<file path="config.mk">
export PLATFORM = sky130hd
export DESIGN_NAME = apb_encoder
export DESIGN_NICKNAME = d
export VERILOG_FILES = /design/src/rtl/rah_pkg.sv /design/src/rtl/apb_encoder.sv
export SDC_FILE = /design/constraint.sdc
export NUM_CORES = 1
export LEC_CHECK = 0
export ABC_AREA = 1
export CAP_MARGIN = 20
export CELL_PAD_IN_SITES_DETAIL_PLACEMENT = 2
export CELL_PAD_IN_SITES_GLOBAL_PLACEMENT = 2
export CORE_MARGIN = 2
export CORE_UTILIZATION = 25
export DETAILED_ROUTE_END_ITERATION = 10
export HOLD_SLACK_MARGIN = 0.05
export PLACE_DENSITY = 0.74
export SLEW_MARGIN = 20
export SYNTH_ARGS = -nofsm -noshare
export SYNTH_HDL_FRONTEND = slang
export SYNTH_SLANG_ARGS = --single-unit
export TNS_END_PERCENT = 1
</file>
<file path="constraint.sdc">
create_clock -name clk -period 1.75 [get_ports clk]
set_input_delay 0.175 -clock clk [delete_from_list [all_inputs] [get_ports clk]]
set_output_delay 0.175 -clock clk [all_outputs]
set_load 0.02 [all_outputs]
</file>
<file path="src/rtl/rah_pkg.sv">
// RAH link framing constants, FSM encodings and frame-building helpers shared by the encoder and decoder.
// Header frame: cfg_sel | slv_id | length | 4 data bytes; continuation frames carry 6 data bytes.
package rah_pkg;

  localparam int RAH_PACKET_WIDTH = 48;

  localparam int CFG_BIT      = 47;
  localparam int SLV_ID_MSB   = 46;
  localparam int SLV_ID_LSB   = 40;
  localparam int LEN_MSB      = 39;
  localparam int LEN_LSB      = 32;
  localparam int HDR_DATA_MSB = 31;

  localparam int HDR_DATA_BYTES  = 4;
  localparam int CONT_DATA_BYTES = 6;

  typedef enum logic [1:0] {
    IDLE    = 2'd0,
    COLLECT = 2'd1,
    PUSH    = 2'd2
  } rah_state_t;

  typedef logic [RAH_PACKET_WIDTH-1:0] rah_frame_t;

  function automatic rah_frame_t rah_header(input logic       cfg_sel,
                                            input logic [6:0] slv_id,
                                            input logic [7:0] length);
    rah_frame_t f;
    f                        = '0;
    f[CFG_BIT]               = cfg_sel;
    f[SLV_ID_MSB:SLV_ID_LSB] = slv_id;
    f[LEN_MSB:LEN_LSB]       = length;
    return f;
  endfunction

  // Header frames fill from bit 31 downward, continuation frames from bit 47 downward.
  function automatic rah_frame_t rah_put_byte(input rah_frame_t f,
                                              input logic       hdr,
                                              input logic [2:0] slot,
                                              input logic [7:0] b);
    rah_frame_t r;
    r = f;
    for (int i = 0; i < CONT_DATA_BYTES; i++) begin
      if (slot == 3'(i)) begin
        if (!hdr) begin
          r[RAH_PACKET_WIDTH-1-8*i -: 8] = b;
        end else if (i < HDR_DATA_BYTES) begin
          r[HDR_DATA_MSB-8*i -: 8] = b;
        end
      end
    end
    return r;
  endfunction

  function automatic logic [2:0] rah_slot_cap(input logic hdr);
    return hdr ? 3'(HDR_DATA_BYTES) : 3'(CONT_DATA_BYTES);
  endfunction

  function automatic int rah_frame_count(input logic [7:0] length);
    int len;
    len = int'(length);
    if (len <= HDR_DATA_BYTES) return 1;
    return 1 + (len - HDR_DATA_BYTES + CONT_DATA_BYTES - 1) / CONT_DATA_BYTES;
  endfunction

endpackage

</file>
<file path="src/rtl/apb_encoder.sv">
// RAH transmit framer: packs a request header plus byte stream into 48-bit frames; wr_en lands 2 cycles after a frame's last byte.
// Backpressure: f_full holds the FSM in PUSH with byte_ready low; the frame is kept intact until the FIFO has room.
module apb_encoder
  import rah_pkg::*;
#(
  parameter int RAH_PACKET_WIDTH = rah_pkg::RAH_PACKET_WIDTH
) (
  input  logic                        clk,
  input  logic                        rst,
  input  logic                        tx_start,
  input  logic                        tx_cfg_sel,
  input  logic [6:0]                  tx_slv_id,
  input  logic [7:0]                  tx_length,
  output logic                        tx_busy,
  output logic                        tx_done,
  input  logic                        byte_valid,
  input  logic [7:0]                  byte_data,
  output logic                        byte_ready,
  input  logic                        f_full,
  output logic                        wr_en,
  output logic [RAH_PACKET_WIDTH-1:0] f_data
);

  rah_state_t state, state_nxt;
  rah_frame_t frame;
  logic [7:0] rem;
  logic [2:0] slot;
  logic [2:0] cap;
  logic       hdr;
  logic       xfer;
  logic       accept;

  // The wr_en/tx_done cycle is already IDLE but still counts as busy.
  assign tx_busy = (state != IDLE) || tx_done;
  assign accept  = (state == IDLE) && tx_start && !tx_done;

  always_ff @(posedge clk) begin
    if (rst) begin
      state <= IDLE;
    end else begin
      state <= state_nxt;
    end
  end

  always_comb begin
    state_nxt  = state;
    byte_ready = 1'b0;
    xfer       = 1'b0;
    cap        = rah_slot_cap(hdr);
    case (state)
      IDLE: begin
        if (accept) state_nxt = COLLECT;
      end
      COLLECT: begin
        byte_ready = (rem != 8'd0) && (slot < cap);
        xfer       = byte_valid && byte_ready;
        if (rem == 8'd0) begin
          state_nxt = PUSH;
        end else if (xfer && ((slot + 3'd1 == cap) || (rem == 8'd1))) begin
          state_nxt = PUSH;
        end
      end
      PUSH: begin
        if (!f_full) state_nxt = (rem == 8'd0) ? IDLE : COLLECT;
      end
      default: state_nxt = IDLE;
    endcase
  end

  always_ff @(posedge clk) begin
    if (rst) begin
      frame   <= '0;
      rem     <= 8'd0;
      slot    <= 3'd0;
      hdr     <= 1'b0;
      wr_en   <= 1'b0;
      tx_done <= 1'b0;
      f_data  <= '0;
    end else begin
      wr_en   <= 1'b0;
      tx_done <= 1'b0;
      case (state)
        IDLE: begin
          if (accept) begin
            frame <= rah_header(tx_cfg_sel, tx_slv_id, tx_length);
            rem   <= tx_length;
            slot  <= 3'd0;
            hdr   <= 1'b1;
          end
        end
        COLLECT: begin
          if (xfer) begin
            frame <= rah_put_byte(frame, hdr, slot, byte_data);
            slot  <= slot + 3'd1;
            rem   <= rem - 8'd1;
          end
        end
        PUSH: begin
          if (!f_full) begin
            f_data  <= frame;
            wr_en   <= 1'b1;
            tx_done <= (rem == 8'd0);
            if (rem != 8'd0) begin
              frame <= '0;
              hdr   <= 1'b0;
              slot  <= 3'd0;
            end
          end
        end
        default: ;
      endcase
    end
  end

endmodule

</file>
---- Word level (Yosys, flattened, before mapping) ----
Cells that the tools add are included.
word-level totals
  output and inout port bits .............. 52
  flip-flop bits (word level) ............. 112
  input bits .............................. 29
  word-level logic and storage cells ...... 103
cells by class
  mux-type cells .......................... 46
  eq/ne operators ......................... 17
  reductions and logical operators ........ 25
  magnitude comparators ................... 1
  $add $sub $neg .......................... 2
  bitwise logic cells ..................... 2
operators by type and width
  cell                                                  count
  two-way mux 48 bit                                    4
  two-way mux 8 bit                                     21
  one-hot mux 48 bit (3 select lines)                   1
  one-hot mux 8 bit (2 select lines)                    1
  inequality test 2 bit (second input constant)         7
  AND reduction 7 bit                                   2
  two-way mux 3 bit                                     4
  two-way mux 2 bit                                     5
  one-hot mux 3 bit (3 select lines)                    1
  equality test 8 x 1 -> 1 bit (second input constant)  1
  logical NOT 8 bit                                     1
  nonzero test 8 bit                                    1
  subtractor 8 x 1 -> 8 bit (second input constant)     1
  two-way mux 1 bit                                     7
  equality test 3 x 2 -> 1 bit (second input constant)  2
  equality test 3 bit (second input constant)           2
  one-hot mux 2 bit (3 select lines)                    1
  AND reduction 3 bit                                   2
  nonzero test 2 bit                                    3
  logical AND 1 bit                                     5
  AND reduction 5 bit                                   1
  AND reduction 4 bit                                   1
  adder 3 x 1 -> 3 bit (second input constant)          1
  equality test 3 x 1 -> 1 bit (second input constant)  1
  15 further kinds                                      17

---- Depth between registers and ports, before layout ----
  depth after elaboration ................. 8
  gate-level depth with buffers ........... 13
  depth with buffers taken out ............ 12

---- Least setup slack after synthesis ----
OpenSTA, ideal clock, no wires.
  kind .................................... reg2reg
  start ................................... reg state[0]
  end ..................................... reg frame[24]
  library setup time ...................... 117 ps
  clock period less this slack ............ 1735 ps
  setup slack ............................. 15 ps
  path buffers ............................ 1
  data arrival time ....................... 1618 ps
  data required time ...................... 1633 ps
  cell stages (with the launch flop) ...... 10
  path through ............................ dfxtp_1 inv_1 ha_1 nand2_1 clkinv_1 buf_2 nand3_1 nand2_1 o21ai_0 nor2_1
between the ends
  word-level cells in the longest chain between the ends .. 5
  elaborated cells between the ends (all ways) .. 13
  those cells by class .................... eq/ne (6); mux (2); reduce/logical (5)
ends and longest elaborated chain
  what                             line                                  RTL
  from (decl)                      apb_encoder.sv:24                     rah_state_t state, state_nxt;
  from (signal assigned)           apb_encoder.sv:41                     state <= state_nxt;
  logical NOT 2 bit                apb_encoder.sv:35, apb_encoder.sv:82
  logical AND 1 bit (2 in a row)   apb_encoder.sv:35                     assign accept = (state == IDLE) && tx_start && !tx_done;
  inequality test 2 bit (no line)  -
  AND reduction 5 bit (no line)    -
  to (signal assigned)             apb_encoder.sv:85                     frame <= rah_header(tx_cfg_sel, tx_slv_id, tx_length);
  to (signal assigned)             apb_encoder.sv:93                     frame <= rah_put_byte(frame, hdr, slot, byte_data);
  to (decl)                        apb_encoder.sv:25                     rah_frame_t frame;
Parallel ways exist; a longest one is shown, timed or not.
A chain may end at the register's enable or synchronous reset.

---- Worst setup path in the final report ----
  start ................................... reg state[1]
  end ..................................... reg frame[6]
Same word-level chain as after synthesis.

==> impl_metrics.toml <==
[clocking]
numCtsBuffers = 9
clock_tree.htree_level_count = 3
clockBufferDepth = 2
clock_edge_transition_at_the_registers_on_the_reported_setup_and_hold_paths_ns = 0.08
cts_hold_buffers = 0
tritoncts_clock_tree = "done"
clock-sinks = 112
cts_root_buffer = "clkbuf_16"
clock_latency_late_sink_ns = 0.37

[critical_path]
r2r_end = "frame[6]$_SDFFE_PP0P_"
r2r.worst_path.cells = 11
rrSetupSlack_ns = -0.04
worst_ep_required_time_ns = 2.01
timing.critical_path.from_type = "register"
path_common_cell = "buf_4"
max_stage_delay_ns = 0.33
critical_path_class = "reg -> reg"
rr_startpoint = "state[1]$_SDFFE_PP0P_"
cp_cell_instances = "buf_4 > ha_4 > buf_4 > nand2_4 > nand2_4 > inv_4 > nand3_4 > buf_6 > buf_4 > nand2_1 > a21oi_2"
crit_path_max_fanout = 8
timing.critical_path.to_type = "register"
cp.arrival_ns = 2.05
worst_path_max_delay_cell = "dfxtp_2"

[placed_design]
port-buffer-count = 80
post-place-ws_ns = -0.1988
detailed_place.area_sq_um = 7266
detailedPlacementHpwl_microns = 15250
final_wtd_congestion = 0.8637

[global_route]
grt_start_max_net_pins = 62
gr-usage-all-layers = 0.1746
antenna_found_initial = 0
first_pass_grt_wire_length_microns = 33450
via_count_of_the_first_global_routing_pass = 6460
grt_remaining_overflow = 0

[power]
p_int_mw = 8.477
total_power_mw = 15.49
pwr_density_cell_nw_per_um2 = 1918
leakage_nw = 3.675
seq_pwr_share = 0.241
vdd.ir_drop.worst_v = 0.0005924
comb_power_share = 0.630
p_clk_frac = 0.129
switching_share = 0.4526
switching_power_mw = 7.009

[logic_synthesis]
compound_gate_fraction_of_synth_area = 0.1609
synthesis.area_per_instance_sq_um = 6.695
syn-num-nets = 895
post_synth_num_cell_types = 34
synth_cells = 855
synth_sequential_area_ratio = 0.3917
synth_top_family_by_area = "simple AND/OR/NAND/NOR gates"
post_synth_and_or_nand_nor_area_fraction = 0.3128
synth_seq_cells = 112
synth.yosys.warnings = 0
synth_xor_xnor_area_share = 0
synth_fa_ha_area_frac = 0.02404
area_of_the_mapped_netlist_sq_um = 5724
synthMuxAreaShare = 0

[flow_run]
maxCapViolations = 0

[timing]
setup_repair_after_global_routing_missed_its_margin = "true"
final_hold_viol_count = 0
slew_viol_final = 0
postLayoutSetupSlackWorst_ns = -0.04363
worst_clock_skew_ns = 0.01254
period_needed_ns = 1.794
worst_pin_slew_ns = 0.3745
setup_tns_ns = -0.3306
timing.fmax_ghz = 0.5575
worst_slew_slack_as_a_fraction_of_its_limit = 0.7488
holdWs_ns = 0.4819
final.period_utilization = 1.025
setup_viol_count_final = 19

[min_path]
worst_hold_path_type = "reg -> reg"
worst_hold_path.endpoint = "frame[44]$_SDFFE_PP0P_"
min_from = "frame[44]$_SDFFE_PP0P_"
hold_depth = 2

[detailed_routing]
remaining_drc_errors = 0
met1_wire_length_microns = 9803
route.met2.wl_microns = 11250
drtIter0Drc = 208
via_per_inst = 4.718
finalWirelength_microns = 22200
routed_wire_length_per_instance_microns = 17.27
wl_met3_microns = 718
routed-via-count = 6063
drtPass1Iterations = 4
antenna_left = 0
dr.max_layer_used = "met4"

[final_layout]
diodes = 0
finalNetCount = 1035
fillers = 2666
post-route-cell-area_sq_um = 8074
fraction_of_layout_instances_using_a_drive_strength_above_1 = 0.1950
syn_to_final_growth_pct = 41.05

[floorplanning]
die_w_microns = 155.3
rows = 55
die_h_microns = 155.3
floorplan.initialDensity = 0.2536
floorplan_die_area_sq_um = 24120
ios = 81
core_area_sq_um = 22570

[run_status]
status = "finished with violations"
violations_in_the_final_reports = "setup timing"
-- worst max-delay path, delay by kind of cell (launching register included) --
kind | cells | cell delay [ns]
flops | 1 | 0.33
buf+inv | 5 | 0.70
simple gates | 4 | 0.43
fa+ha+maj | 1 | 0.17
compound gates | 1 | 0.05
-- kinds of logic after synthesis --
| logic type | Yosys count |
|---|---|
| and+or+nand+nor | 419 |
| AOI/OAI and AO/OA | 169 |
| buffers and inverters | 144 |
| DFF | 112 |
| adders and majority gates | 11 |
-- worst max path at each step --
stage	from	to	slack (ns)	cells after the start
2_1_floorplan	state[0]$_SDFFE_PP0P_	frame[24]$_SDFFE_PP0P_	0.01	9
3_3_place_gp	tx_start	frame[29]$_SDFFE_PP0P_	-0.07	12
3_5_place_dp	tx_start	frame[28]$_SDFFE_PP0P_	-0.20	12
4_1_cts	state[0]$_SDFFE_PP0P_	frame[20]$_SDFFE_PP0P_	-0.09	10
5_1_grt	state[1]$_SDFFE_PP0P_	frame[4]$_SDFFE_PP0P_	-0.11	10
6_report	state[1]$_SDFFE_PP0P_	frame[6]$_SDFFE_PP0P_	-0.04	11
-- metrics by stage --
step | util | instances
2_1_floorplan | - | 855
3_3_place_gp | 0.3219 | 1248
3_5_place_dp | 0.3219 | 1248
4_1_cts | 0.3361 | 1268
5_1_grt | 0.3577 | 1285
6_report | 0.3577 | 1285
-- synth_stat cells --
| cell | count | area [sq um] |
|---|---|---|
| nor3_1 | 3 | 15.01 |
| o21a_1 | 1 | 7.510 |
| dfxtp_1 | 112 | 2242 |
| o211ai_1 | 6 | 45.04 |
| ha_1 | 11 | 137.6 |
| nand3_1 | 23 | 115.1 |
| a211oi_1 | 8 | 60.06 |
| nand2_4 | 5 | 56.30 |
| nor3_4 | 1 | 16.27 |
| a21oi_4 | 1 | 16.27 |
| o21ai_0 | 103 | 515.5 |
| clkbuf_8 | 3 | 41.29 |
| o21ai_2 | 1 | 8.760 |
| buf_4 | 1 | 7.510 |
| buf_2 | 11 | 55.05 |
| nand2_1 | 205 | 769.5 |
| clkbuf_1 | 18 | 67.56 |
| nand4_1 | 10 | 62.56 |
| a21oi_1 | 43 | 215.2 |
| nand2_2 | 5 | 31.28 |
| nand3b_1 | 8 | 60.06 |
| nor2_4 | 4 | 45.04 |
| o211ai_4 | 1 | 21.27 |
| nand3_4 | 1 | 17.52 |
| nor2_8 | 1 | 20.02 |
| a21oi_2 | 1 | 8.760 |
| o21ai_1 | 2 | 10.01 |
| inv_1 | 99 | 371.6 |
| nor2_2 | 3 | 18.77 |
| buf_6 | 6 | 67.56 |
| o22ai_1 | 2 | 12.51 |
| inv_2 | 5 | 18.77 |
| clkinv_1 | 1 | 3.750 |
| nor2_1 | 150 | 563.0 |
-- cell usage in the layout (no fill, tap or decap), types with 14 or more instances in the layout --
cell type,Yosys,layout
clkbuf_16,0,14
o21ai_0,103,93
nand2_1,205,181
dfxtp_1,112,106
a21oi_1,43,36
nor2_1,150,142
buf_4,1,59
nand3_1,23,22
inv_1,99,89
nand2_2,5,23
clkdlybuf4s50_1,0,78
-- power groups by stage --
stage / combinational (mW) / sequential (mW) / clock (mW)
6_report: 9.76 / 3.73 / 2.00
3_5_place_dp: 8.14 / 3.75 / 0
5_1_grt: 10.8 / 3.82 / 2.17
2_1_floorplan: 4.71 / 3.92 / 0
4_1_cts: 8.38 / 3.71 / 2.08
3_3_place_gp: 7.81 / 3.73 / 0
-- final cells by class --
cell class | count | area (sq um) | share of cell area
clock buffers | 12 | 236.5 | 0.02929
repair buffers | 167 | 1708 | 0.2115
inverters | 105 | 401.6 | 0.04974
clock inverters | 4 | 28.78 | 0.003564
multi-input cells | 600 | 3090 | 0.3828
well taps | 285 | 356.6 | 0.04417
flip-flops and latches | 112 | 2252 | 0.2789
-- flip-flops by register name (all words and copies together), names as in the netlist --
signal,flops
f_data,48
state,2
wr_en,1
hdr,1
rem,8
slot,3
tx_done,1
frame,48
-- routing by layer --
metal,GRT usage,up-vias
met4,0.03539,0
met2,0.3213,87
met1,0.2116,2979
li1,-,2968
met5,0,-
met3,0.03343,29
-- what timing repair did --
item	4_1_cts	5_1_grt
gates resized for setup	18	93
buffers inserted	3	11
endpoints found under the setup margin	90	107
cloned	1	6
hold endpoints to repair	0	0
pin swaps	3	16
(Power assumes the default switching activity.)
